**src/rtl/uart_pkg.sv**
```systemverilog
// uart_pkg
// Shared types and constants for the UART transmit path.
//   tx_state_t     : serializer FSM state encoding
//   UART_DATA_BITS : data bits per 8N1 frame
//   START_BIT      : line level during the start bit
//   STOP_BIT       : line level during the stop bit (and idle)
package uart_pkg;

    typedef enum logic [1:0] {
        IDLE  = 2'd0,
        START = 2'd1,
        DATA  = 2'd2,
        STOP  = 2'd3
    } tx_state_t;

    localparam int   UART_DATA_BITS = 8;
    localparam logic START_BIT      = 1'b0;
    localparam logic STOP_BIT       = 1'b1;

endpackage

```
**src/rtl/uart_tx_fifo.sv**
```systemverilog
// fifo_uart_tx
// Synchronous FIFO of 2**W words of B bits. The head word is presented
// combinationally on rdata. A write while full is dropped, and a read
// while empty is ignored. Full/empty are decoded from the registered count.
//   clk_i, rst_i : clock, asynchronous active-high reset
//   wr_en, wdata : push strobe and data
//   rd_en        : pop strobe
//   rdata        : head word (combinational)
//   full, empty  : occupancy flags
module fifo_uart_tx #(
    parameter int W = 4,
    parameter int B = 8
) (
    input  logic         clk_i,
    input  logic         rst_i,
    input  logic         wr_en,
    input  logic [B-1:0] wdata,
    input  logic         rd_en,
    output logic [B-1:0] rdata,
    output logic         full,
    output logic         empty
);

    localparam logic [W:0] DEPTH = {1'b1, {W{1'b0}}};

    logic [B-1:0] r_mem [2**W];
    logic [W-1:0] r_wr_ptr;
    logic [W-1:0] r_rd_ptr;
    logic [W:0]   r_count;
    logic         w_push;
    logic         w_pop;

    assign full   = (r_count == DEPTH);
    assign empty  = (r_count == '0);
    // Flags come from the pre-edge count, so a write while full is dropped
    // even if a pop happens on the same edge.
    assign w_push = wr_en & ~full;
    assign w_pop  = rd_en & ~empty;
    assign rdata  = r_mem[r_rd_ptr];

    always_ff @(posedge clk_i) begin
        if (w_push) begin
            r_mem[r_wr_ptr] <= wdata;
        end
    end

    // Pointers are exactly W bits wide, so they wrap modulo 2**W on their own.
    always_ff @(posedge clk_i or posedge rst_i) begin
        if (rst_i) begin
            r_wr_ptr <= '0;
            r_rd_ptr <= '0;
            r_count  <= '0;
        end else begin
            if (w_push) r_wr_ptr <= r_wr_ptr + 1'b1;
            if (w_pop)  r_rd_ptr <= r_rd_ptr + 1'b1;
            case ({w_push, w_pop})
                2'b10:   r_count <= r_count + 1'b1;
                2'b01:   r_count <= r_count - 1'b1;
                default: r_count <= r_count;
            endcase
        end
    end

endmodule

```
**src/rtl/uart_tx_top.sv**
```systemverilog
// uart_tx_top
// UART 8N1 transmitter: a CPU write register feeds a FIFO, and a baud-timed
// serializer drains it. One bit period lasts baud_div clk_i cycles (0 acts as 1).
//   clk_i, rst_i                        : clock, asynchronous active-high reset
//   UART_Control_Register_tx_Active     : allows popping/starting new frames
//   UART_Data_Write_Register_enable     : one-cycle write strobe
//   UART_Data_Write_Register_wdata      : byte to enqueue
//   baud_div                            : clk_i cycles per bit
//   uart_tx_o                           : serial line, idles high
//   UART_Status_Register_tx_full/empty  : FIFO occupancy flags
//   UART_Tx_Busy                        : frame on the line
//   UART_Tx_Done                        : pulse on the last stop-bit cycle
//
// state | meaning
// IDLE  | line high; start a frame when active and FIFO not empty
// START | drive start bit for one bit period
// DATA  | drive shreg[idx], LSB first, one bit period each
// STOP  | drive stop bit; Done on its final cycle
module uart_tx_top
    import uart_pkg::*;
#(
    parameter int W = 4,
    parameter int B = 8
) (
    input  logic        clk_i,
    input  logic        rst_i,
    input  logic        UART_Control_Register_tx_Active,
    input  logic        UART_Data_Write_Register_enable,
    input  logic [7:0]  UART_Data_Write_Register_wdata,
    input  logic [15:0] baud_div,
    output logic        uart_tx_o,
    output logic        UART_Status_Register_tx_full,
    output logic        UART_Status_Register_tx_empty,
    output logic        UART_Tx_Busy,
    output logic        UART_Tx_Done
);

    tx_state_t    r_state, w_state_nx;
    logic [15:0]  r_cnt, w_cnt_nx;
    logic [15:0]  r_baud, w_baud_nx;
    logic [2:0]   r_idx, w_idx_nx;
    logic [B-1:0] r_shreg, w_shreg_nx;
    logic         r_tx, w_tx_nx;
    logic         r_busy, w_busy_nx;
    logic         r_done, w_done_nx;
    logic         w_pop;
    logic [B-1:0] w_head;
    logic         w_full, w_empty;
    logic [15:0]  w_baud_eff;

    fifo_uart_tx #(.W(W), .B(B)) u_fifo (
        .clk_i (clk_i),
        .rst_i (rst_i),
        .wr_en (UART_Data_Write_Register_enable),
        .wdata (UART_Data_Write_Register_wdata),
        .rd_en (w_pop),
        .rdata (w_head),
        .full  (w_full),
        .empty (w_empty)
    );

    assign w_baud_eff = (baud_div == 16'd0) ? 16'd1 : baud_div;

    // r_cnt is a down-counter: it is loaded with period-1 on each bit entry
    // and the bit ends on the cycle it reads zero.
    always_comb begin
        w_state_nx = r_state;
        w_cnt_nx   = r_cnt;
        w_baud_nx  = r_baud;
        w_idx_nx   = r_idx;
        w_shreg_nx = r_shreg;
        w_tx_nx    = r_tx;
        w_pop      = 1'b0;
        case (r_state)
            IDLE: begin
                w_tx_nx = STOP_BIT;
                if (UART_Control_Register_tx_Active && !w_empty) begin
                    w_pop      = 1'b1;
                    w_shreg_nx = w_head;
                    w_baud_nx  = w_baud_eff;
                    w_cnt_nx   = w_baud_eff - 16'd1;
                    w_tx_nx    = START_BIT;
                    w_state_nx = START;
                end
            end
            START: begin
                if (r_cnt == 16'd0) begin
                    w_state_nx = DATA;
                    w_idx_nx   = 3'd0;
                    w_tx_nx    = r_shreg[0];
                    w_cnt_nx   = r_baud - 16'd1;
                end else begin
                    w_cnt_nx = r_cnt - 16'd1;
                end
            end
            DATA: begin
                if (r_cnt == 16'd0) begin
                    w_cnt_nx = r_baud - 16'd1;
                    if (r_idx == 3'(UART_DATA_BITS - 1)) begin
                        w_state_nx = STOP;
                        w_tx_nx    = STOP_BIT;
                    end else begin
                        w_idx_nx = r_idx + 3'd1;
                        w_tx_nx  = r_shreg[r_idx + 3'd1];
                    end
                end else begin
                    w_cnt_nx = r_cnt - 16'd1;
                end
            end
            STOP: begin
                w_tx_nx = STOP_BIT;
                if (r_cnt == 16'd0) begin
                    w_state_nx = IDLE;
                end else begin
                    w_cnt_nx = r_cnt - 16'd1;
                end
            end
            default: begin
                w_state_nx = IDLE;
                w_tx_nx    = STOP_BIT;
            end
        endcase
        // Busy/Done are registered, so decode them from the next state.
        w_busy_nx = (w_state_nx != IDLE);
        w_done_nx = (w_state_nx == STOP) && (w_cnt_nx == 16'd0);
    end

    always_ff @(posedge clk_i or posedge rst_i) begin
        if (rst_i) begin
            r_state <= IDLE;
            r_cnt   <= '0;
            r_baud  <= 16'd1;
            r_idx   <= '0;
            r_shreg <= '0;
            r_tx    <= STOP_BIT;
            r_busy  <= 1'b0;
            r_done  <= 1'b0;
        end else begin
            r_state <= w_state_nx;
            r_cnt   <= w_cnt_nx;
            r_baud  <= w_baud_nx;
            r_idx   <= w_idx_nx;
            r_shreg <= w_shreg_nx;
            r_tx    <= w_tx_nx;
            r_busy  <= w_busy_nx;
            r_done  <= w_done_nx;
        end
    end

    assign uart_tx_o                     = r_tx;
    assign UART_Tx_Busy                  = r_busy;
    assign UART_Tx_Done                  = r_done;
    assign UART_Status_Register_tx_full  = w_full;
    assign UART_Status_Register_tx_empty = w_empty;

endmodule

```
**config.mk**
```make
export PLATFORM = sky130hd
export DESIGN_NAME = uart_tx_top
export DESIGN_NICKNAME = d
export VERILOG_FILES = /design/src/rtl/uart_pkg.sv /design/src/rtl/uart_tx_fifo.sv /design/src/rtl/uart_tx_top.sv
export SDC_FILE = /design/constraint.sdc
export NUM_CORES = 1
export LEC_CHECK = 0
export ABC_CLOCK_PERIOD_IN_PS = 5700
export CAP_MARGIN = 0
export CORE_ASPECT_RATIO = 0.8
export CORE_UTILIZATION = 40
export CTS_CLUSTER_SIZE = 28
export DETAILED_ROUTE_END_ITERATION = 8
export HOLD_SLACK_MARGIN = 0.12
export SLEW_MARGIN = 5
export SYNTH_ARGS = -nofsm -noshare
export SYNTH_HDL_FRONTEND = slang
export SYNTH_HIERARCHICAL = 1
export SYNTH_SLANG_ARGS = --single-unit
export TNS_END_PERCENT = 100
```
**constraint.sdc**
```tcl
create_clock -name clk_i -period 5.7 [get_ports clk_i]
set_input_delay 1.71 -clock clk_i [delete_from_list [all_inputs] [get_ports clk_i]]
set_output_delay 1.71 -clock clk_i [all_outputs]
set_load 0.02 [all_outputs]
```
Word level (Yosys, flattened, before mapping)

Memories as Yosys holds them, arrays and structs flattened. A register that Yosys moved wholly into a read port is not among the register bits.
Cells that the tools add are included.

Register bits: 53
Bits in writable memories: 128
Memories: 1

Order comparisons: 1
Add/subtract/negate cells: 8
Reduce and logical (&&, ||, !) cells: 15
Equality and inequality tests: 11
Multiplexer cells: 27
Bitwise gates (word level): 4

Memory list:

| memory       | depth | width | read ports | clocked after Yosys merged registers in | wr ports | line               | RTL |
|---|---|---|---|---|---|---|---|
| u_fifo.r_mem | 16    | 8     | 1          | 1                                       | 1        | uart_tx_fifo.sv:26 | `logic [B-1:0] r_mem [2**W];` |

Operators with widths:

| cell                                                                         | count |
|---|---|
| 16-bit 2-to-1 mux                                                            | 4 |
| 16-bit logical NOT                                                           | 3 |
| 16-bit case mux with 3 select lines                                          | 1 |
| 16-bit by 1-bit subtractor with 16-bit output, second input constant         | 3 |
| 2-bit 2-to-1 mux                                                             | 5 |
| 5-bit case mux with 2 select lines                                           | 1 |
| 1-bit 2-to-1 mux                                                             | 9 |
| 3-bit 2-to-1 mux                                                             | 3 |
| 4-bit by 1-bit adder with 4-bit output, second input constant                | 2 |
| 2-bit == test, second input constant                                         | 4 |
| 2-bit case mux with 4 select lines                                           | 1 |
| 2-bit != test, second input constant                                         | 3 |
| 3-bit case mux with 2 select lines                                           | 1 |
| 2-bit nonzero test                                                           | 3 |
| 5-bit by 1-bit adder with 5-bit output, second input constant                | 1 |
| 5-bit == test, second input constant                                         | 1 |
| 5-bit logical NOT                                                            | 1 |
| 5-bit by 1-bit subtractor with 5-bit output, second input constant           | 1 |
| 2-bit by 1-bit == test with 1-bit output, second input constant              | 2 |
| 3-bit by 4-bit less-than comparator with 1-bit output, second input constant | 1 |
| 1-bit case mux with 4 select lines                                           | 1 |
| 2-bit AND reduction                                                          | 2 |
| 4-bit AND reduction                                                          | 1 |
| 3-bit by 1-bit adder with 3-bit output, second input constant                | 1 |
| 8 further kinds                                                              | 11 |

Longest topological paths before layout

Gate-level depths: netlist of run 1.

Depth after elaboration: 8
Gate-level depth with buffers: 18
Mapped depth without buffers: 14

Modules after synthesis

The synthesis of run 1 kept the hierarchy.

Modules (own cells, without submodules):

| module       | cells an instance | sequential area each (µm²) | times used | area each (µm²) |
|---|---|---|---|---|
| fifo_uart_tx | 333               | 4169.0                     | 1          | 5796.8 |
| uart_tx_top  | 365               | 1203.7                     | 1          | 3344.5 |

Worst setup path before layout of run 1

No wires, ideal clock.

Kind: input -> register
Start point: input UART_Control_Register_tx_Active
End point: register u_fifo.r_count[4]
Cell stages on the path: 16
Library setup time: 123 ps
Arrival time: 4711 ps
Slack: 866 ps
Cell sequence: nor2b_1 clkbuf_1 clkbuf_1 nand2_1 clkbuf_1 inv_1 nor2b_1 buf_6 ha_1 inv_1 fa_1 nor2b_1 o21ai_0 nand3_1 or3b_1 xnor2_1

Word-level cells in the longest chain between the ends: 6

RTL lines:

| item                                                                      | line               | RTL |
|---|---|---|
| start: declaration                                                        | uart_tx_top.sv:27  | `input logic UART_Control_Register_tx_Active,` |
| 1-bit logical AND (*)                                                     | uart_tx_top.sv:77  | `if (UART_Control_Register_tx_Active && !w_empty) begin` |
| 1-bit 2-to-1 mux (*)                                                      | uart_tx_top.sv:77  |  |
| 1-bit 2-to-1 mux (*)                                                      | uart_tx_top.sv:74  | `case (r_state)` |
| net w_pop                                                                 | uart_tx_top.sv:46  | `logic w_pop;` |
| 1-bit AND (*)                                                             | uart_tx_fifo.sv:38 | `assign w_pop = rd_en & ~empty;` |
| net u_fifo.w_pop                                                          | uart_tx_fifo.sv:31 | `logic w_pop;` |
| 2-bit by 1-bit == test with 1-bit output or 2-bit == test (tied branches) | uart_tx_fifo.sv:56 | `case ({w_push, w_pop})` |
| 5-bit case mux with 2 select lines or 2-bit nonzero test (tied branches)  | --                 |  |
| end signal: assignment                                                    | uart_tx_fifo.sv:57 | `2'b10: r_count <= r_count + 1'b1;` |
| end signal: assignment                                                    | uart_tx_fifo.sv:58 | `2'b01: r_count <= r_count - 1'b1;` |
| end signal: assignment                                                    | uart_tx_fifo.sv:59 | `default: r_count <= r_count;` |
| end: declaration                                                          | uart_tx_fifo.sv:29 | `logic [W:0] r_count;` |

The timed path passes the listed nets; every way through them passes the cells marked *.
A chain may end at the register's enable or synchronous reset.

Final worst setup path of run 1

Start point: input baud_div[4]
End point: register r_done (netlist: UART_Tx_Done)

Word-level cells in the longest chain between the ends: 7

RTL lines:

| item                                              | line               | RTL |
|---|---|---|
| start: declaration                                | uart_tx_top.sv:30  | `input logic [15:0] baud_div,` |
| 16-bit logical NOT                                | uart_tx_top.sv:62  | `assign w_baud_eff = (baud_div == 16'd0) ? 16'd1 : baud_div;` |
| 16-bit 2-to-1 mux (*)                             | uart_tx_top.sv:62  |  |
| 16-bit by 1-bit subtractor with 16-bit output (*) | uart_tx_top.sv:81  | `w_cnt_nx = w_baud_eff - 16'd1;` |
| 16-bit 2-to-1 mux (*)                             | uart_tx_top.sv:77  |  |
| 16-bit case mux with 3 select lines (*)           | uart_tx_top.sv:74  |  |
| net w_cnt_nx[10]                                  | uart_tx_top.sv:39  | `logic [15:0] r_cnt, w_cnt_nx;` |
| 16-bit logical NOT (*)                            | uart_tx_top.sv:125 | `w_done_nx = (w_state_nx == STOP) && (w_cnt_nx == 16'd0);` |
| 1-bit logical AND (*)                             | uart_tx_top.sv:125 |  |
| net w_done_nx                                     | uart_tx_top.sv:45  | `logic r_done, w_done_nx;` |
| end signal: assignment                            | uart_tx_top.sv:146 | `r_done <= w_done_nx;` |
| end: declaration                                  | uart_tx_top.sv:45  |  |

Marks and branches as above.

==> impl_metrics.json, run 1 <==
{
  "critPathMaxStageDelay_ns": 0.64,
  "postCtsSetupRepairBufs": 0,
  "routabilityCongestion": 0.9054,
  "area_of_the_mapped_netlist_um2": 9141,
  "synth-simple-area-share_pct": 10.94,
  "dp.final_hpwl_um": 14850,
  "num_io_pins": 33,
  "fmax_ghz": 0.2007,
  "synthAdderAreaFrac_pct": 2.820,
  "yosysUniqueCellTypes": 66,
  "post_synth_mux_area_share_pct": 11.16,
  "drive_above_1_share_pct": 14.77,
  "global_route.overflow_total": 0,
  "path_buf_inv": 1,
  "fin_ws_ns": 0.7178,
  "global_route_wire_length_before_repair_um": 33130,
  "grt_usage_pct": 19.28,
  "worstSkewPairLatency_ns": 0.43,
  "floorplan.die.height_um": 137.2,
  "worst-path-max-fanout": 6,
  "vdd_ir_drop_max_mv": 0.2199,
  "final.setup_skew_ns": 0.009884,
  "critical_path_cell_count": 11,
  "avgRoutedWirePerCell_um": 20.33,
  "floorplan.rows": 49,
  "grt_pass1_vias": 5731,
  "postSynth.asyncResetShare_pct": 32.28,
  "drc_errors": 0,
  "timing.setup.tns_ns": 0,
  "grt_antenna_before_repair": 0,
  "post_cts_resized": 0,
  "die-area_um2": 23470,
  "post-route-min-period_ns": 4.982,
  "report.final.hold_viol_count": 0,
  "synthesis.area_per_instance_um2": 13.10,
  "clock_path_buffers": 2,
  "max_cap_violations": 0,
  "cellPowerDensity_nw_per_um2": 308.0,
  "grt_setup_unrepaired": "false",
  "first_iter_violations": 558,
  "worst-slew-pin-transition_ns": 1.041,
  "worst_hold_startpoint": "uart_tx_o",
  "io_buffer_count": 32,
  "critPathLaunchType": "input port",
  "setup-violations-final": 0,
  "worstSetupEndpoint": "UART_Tx_Done",
  "slew_headroom_pct": 30.52,
  "place_ws_ns": 0.3068,
  "drtAntennaViolNets": 0,
  "clock_tree_from_tritoncts": "built",
  "cts.sinks": 189,
  "grt_start_max_net_pins": 49,
  "critical_path.startpoint": "baud_div[4]",
  "flop_to_flop_setup_slack_ns": 2.29,
  "cts.clk_slew.worst_paths_ns": 0.07,
  "share_of_the_synthesized_netlist_area_taken_by_xor_and_xnor_gates_pct": 3.641,
  "r2r-end": "UART_Tx_Done",
  "timing.critical_path.required_ns": 6.04,
  "synth_compound_area_share_pct": 9.499,
  "ys_warn_count": 6,
  "outcome": "complete, no violations",
  "cts-htree-levels": 4,
  "period_share_pct": 87.41,
  "criticalPathCategory": "input port to flip-flop",
  "vias": 5860,
  "number_of_detailed_routing_iterations_run_before_antenna_repair": 5,
  "ff2ff_path_depth": 7,
  "holdBufCountCts": 0,
  "post_drt_via_cell_ratio": 5.613,
  "layout.filler_cells": 2033,
  "synth_ff_type": "edfxtp_1",
  "cts_buffers": 17,
  "syn-instance-count": 698,
  "placeableCoreArea_um2": 22440,
  "worstSetupEndpointType": "flip-flop",
  "p_leak_nw": 3.648,
  "num-nets-final": 773,
  "arrival_ns": 5.32,
  "worst_r2r_start": "r_cnt[6]",
  "synth_top_family_by_area": "multiplexers",
  "diodes": 0,
  "synth-edff-count": 128,
  "critPathSlowestCell": "nor3b_1",
  "crit_chain": "clkdlybuf4s50_1, nor4_1, a41oi_1, ha_1, nor3b_1, nand3_1, xor2_1, a21oi_1, or3_1, or4_1, nor4_2",
  "die_w_um": 171.0,
  "clock-root-buffer": "clkbuf_16",
  "yosys_register_bits": 189,
  "finalMaxSlewViolations": 0,
  "initial_core_util_pct": 40.74,
  "wl_um": 21230,
  "synth_sequential_area_ratio_pct": 58.77,
  "syn2layout_area_growth_pct": 12.62,
  "critPathTopFamily": "simple AND/OR/NAND/NOR gates",
  "worst_hold_path_type": "flip-flop to flip-flop",
  "postSynthNetCount": 746
}
-- cells by family (layout without fill, tap and decap cells) --
kind of cell,count (synthesis),count (layout)
buffers and inverters,56,96
AOI/OAI and AO/OA,137,137
DFF,189,189
muxes,75,75
and+or+nand+nor,183,183
adders and majority gates,20,20
xor gates and xnor gates,38,38
-- state kept, by name, summed over array words and instances (netlist names) --
name and cells:
u_fifo/r_count 5, r_shreg 8, u_fifo/r_mem 128, UART_Tx_Busy 1, u_fifo/r_wr_ptr 4, r_idx 3
r_baud 16, UART_Tx_Done 1, u_fifo/r_rd_ptr 4, r_cnt 16, uart_tx_o 1, r_state 2
-- per-stage QoR --
stage | util [%] | hold WS, ns | power, mW | std cells | instance area (µm²)
6_report | 45.88 | 0.4800 | 3.171 | 1044 | 10290
2_1_floorplan | - | 0.4538 | 1.888 | 698 | 9141
3_5_place_dp | 43.30 | 0.4731 | 2.031 | 1012 | 9717
4_1_cts | 45.88 | 0.4829 | 3.197 | 1044 | 10290
5_1_grt | 45.88 | 0.5323 | 3.286 | 1044 | 10290
3_3_place_gp | 43.30 | 0.4642 | 2.012 | 1012 | 9717
-- routing by layer --
layer | vias up | wire [µm] | track usage (%)
met5 | - | 0 | 0
met1 | 2944 | 9891 | 27.80
li1 | 2727 | - | -
met4 | 0 | 277 | 5.704
met2 | 168 | 9842 | 29.86
met3 | 21 | 1215 | 3.332
-- cells in the mapped netlist (all sizes together) (2+ instances only) --
cell	number	area [µm²]
a22oi	8	60.06
dfstp	2	52.55
o41ai	3	26.28
a211oi	5	37.54
or4	12	101.3
mux2	32	364.1
a221oi	9	78.83
nand2	48	187.7
a211o	2	17.52
nor3	23	120.1
nor3b	2	15.01
or2	2	12.51
or4b	2	20.02
mux4	18	405.4
and4	2	17.52
nor2b	6	37.54
o21ai	49	252.7
or3b	2	17.52
a21o	2	15.01
o22ai	4	25.02
edfxtp	128	3844
o211ai	5	37.54
dfrtp	59	1476
nand4	7	43.79
inv	21	78.83
ha	19	237.7
nor4	11	93.84
a21oi	30	150.1
o32ai	5	43.79
xnor2	26	227.7
and2	2	12.51
nor2	31	116.4
xor2	12	105.1
mux2i	25	250.2
buf	17	143.9
or3	9	56.30
a311o	2	20.02
nand3	9	45.04
nor4b	2	17.52
o31ai	3	22.52
a21boi	2	15.01
clkbuf	18	67.56
nand2b	10	62.56
-- tightest hold or removal path, delay by kind of cell, from the launching register on --
family | cells | cell delay [ns]
flip-flops | 1 | 0.37
AND/OR/NAND/NOR | 1 | 0.04
AO/OA/AOI/OAI | 1 | 0.07
-- report_power, final --
group / internal [mW] / switching, mW
registers: 1.59 / 0.0629
logic: 0.126 / 0.218
clock network: 0.648 / 0.522
total: 2.37 / 0.803
-- layout make-up --
class                   instances  area [µm²]  area share (%)
multi-input cells             453        3478           33.79
clock inverters                 9       100.1          0.9723
inverters                      21       78.83          0.7657
repair buffers                 43       402.9           3.913
well taps                     306       382.9           3.719
flip-flops and latches        189        5374           52.20
clock buffers                  23       478.0           4.643
-- cells in the final DEF (no fill, tap or decap), types with 10 or more instances in the layout --
cell type | synthesis | layout
a21oi_1 | 30 | 30
buf_4 | 1 | 11
clkbuf_16 | 0 | 17
clkdlybuf4s50_1 | 0 | 32
dfrtp_1 | 59 | 58
edfxtp_1 | 128 | 128
ha_1 | 19 | 19
inv_1 | 21 | 20
mux2_2 | 31 | 31
mux2i_1 | 25 | 25
mux4_2 | 18 | 18
nand2_1 | 47 | 47
nand2b_1 | 10 | 10
nor2_1 | 31 | 31
nor3_1 | 22 | 22
o21ai_0 | 46 | 46
xnor2_1 | 26 | 26
xor2_1 | 12 | 12
-- worst min path at each step --
stage / end / cells after the start
floorplan: r_idx[1] / 2
global placement: uart_tx_o / 2
detailed placement: uart_tx_o / 2
CTS: uart_tx_o / 2
global route: r_shreg[4] / 1
finish: uart_tx_o / 2
(Power assumes the default switching activity.)
==> run 2: changes to the inputs <==
ABC_CLOCK_PERIOD_IN_PS = default   (was 5700)
==> results of run 2 <==
The final DEF is identical to that of run 1; final timing and power are the same.
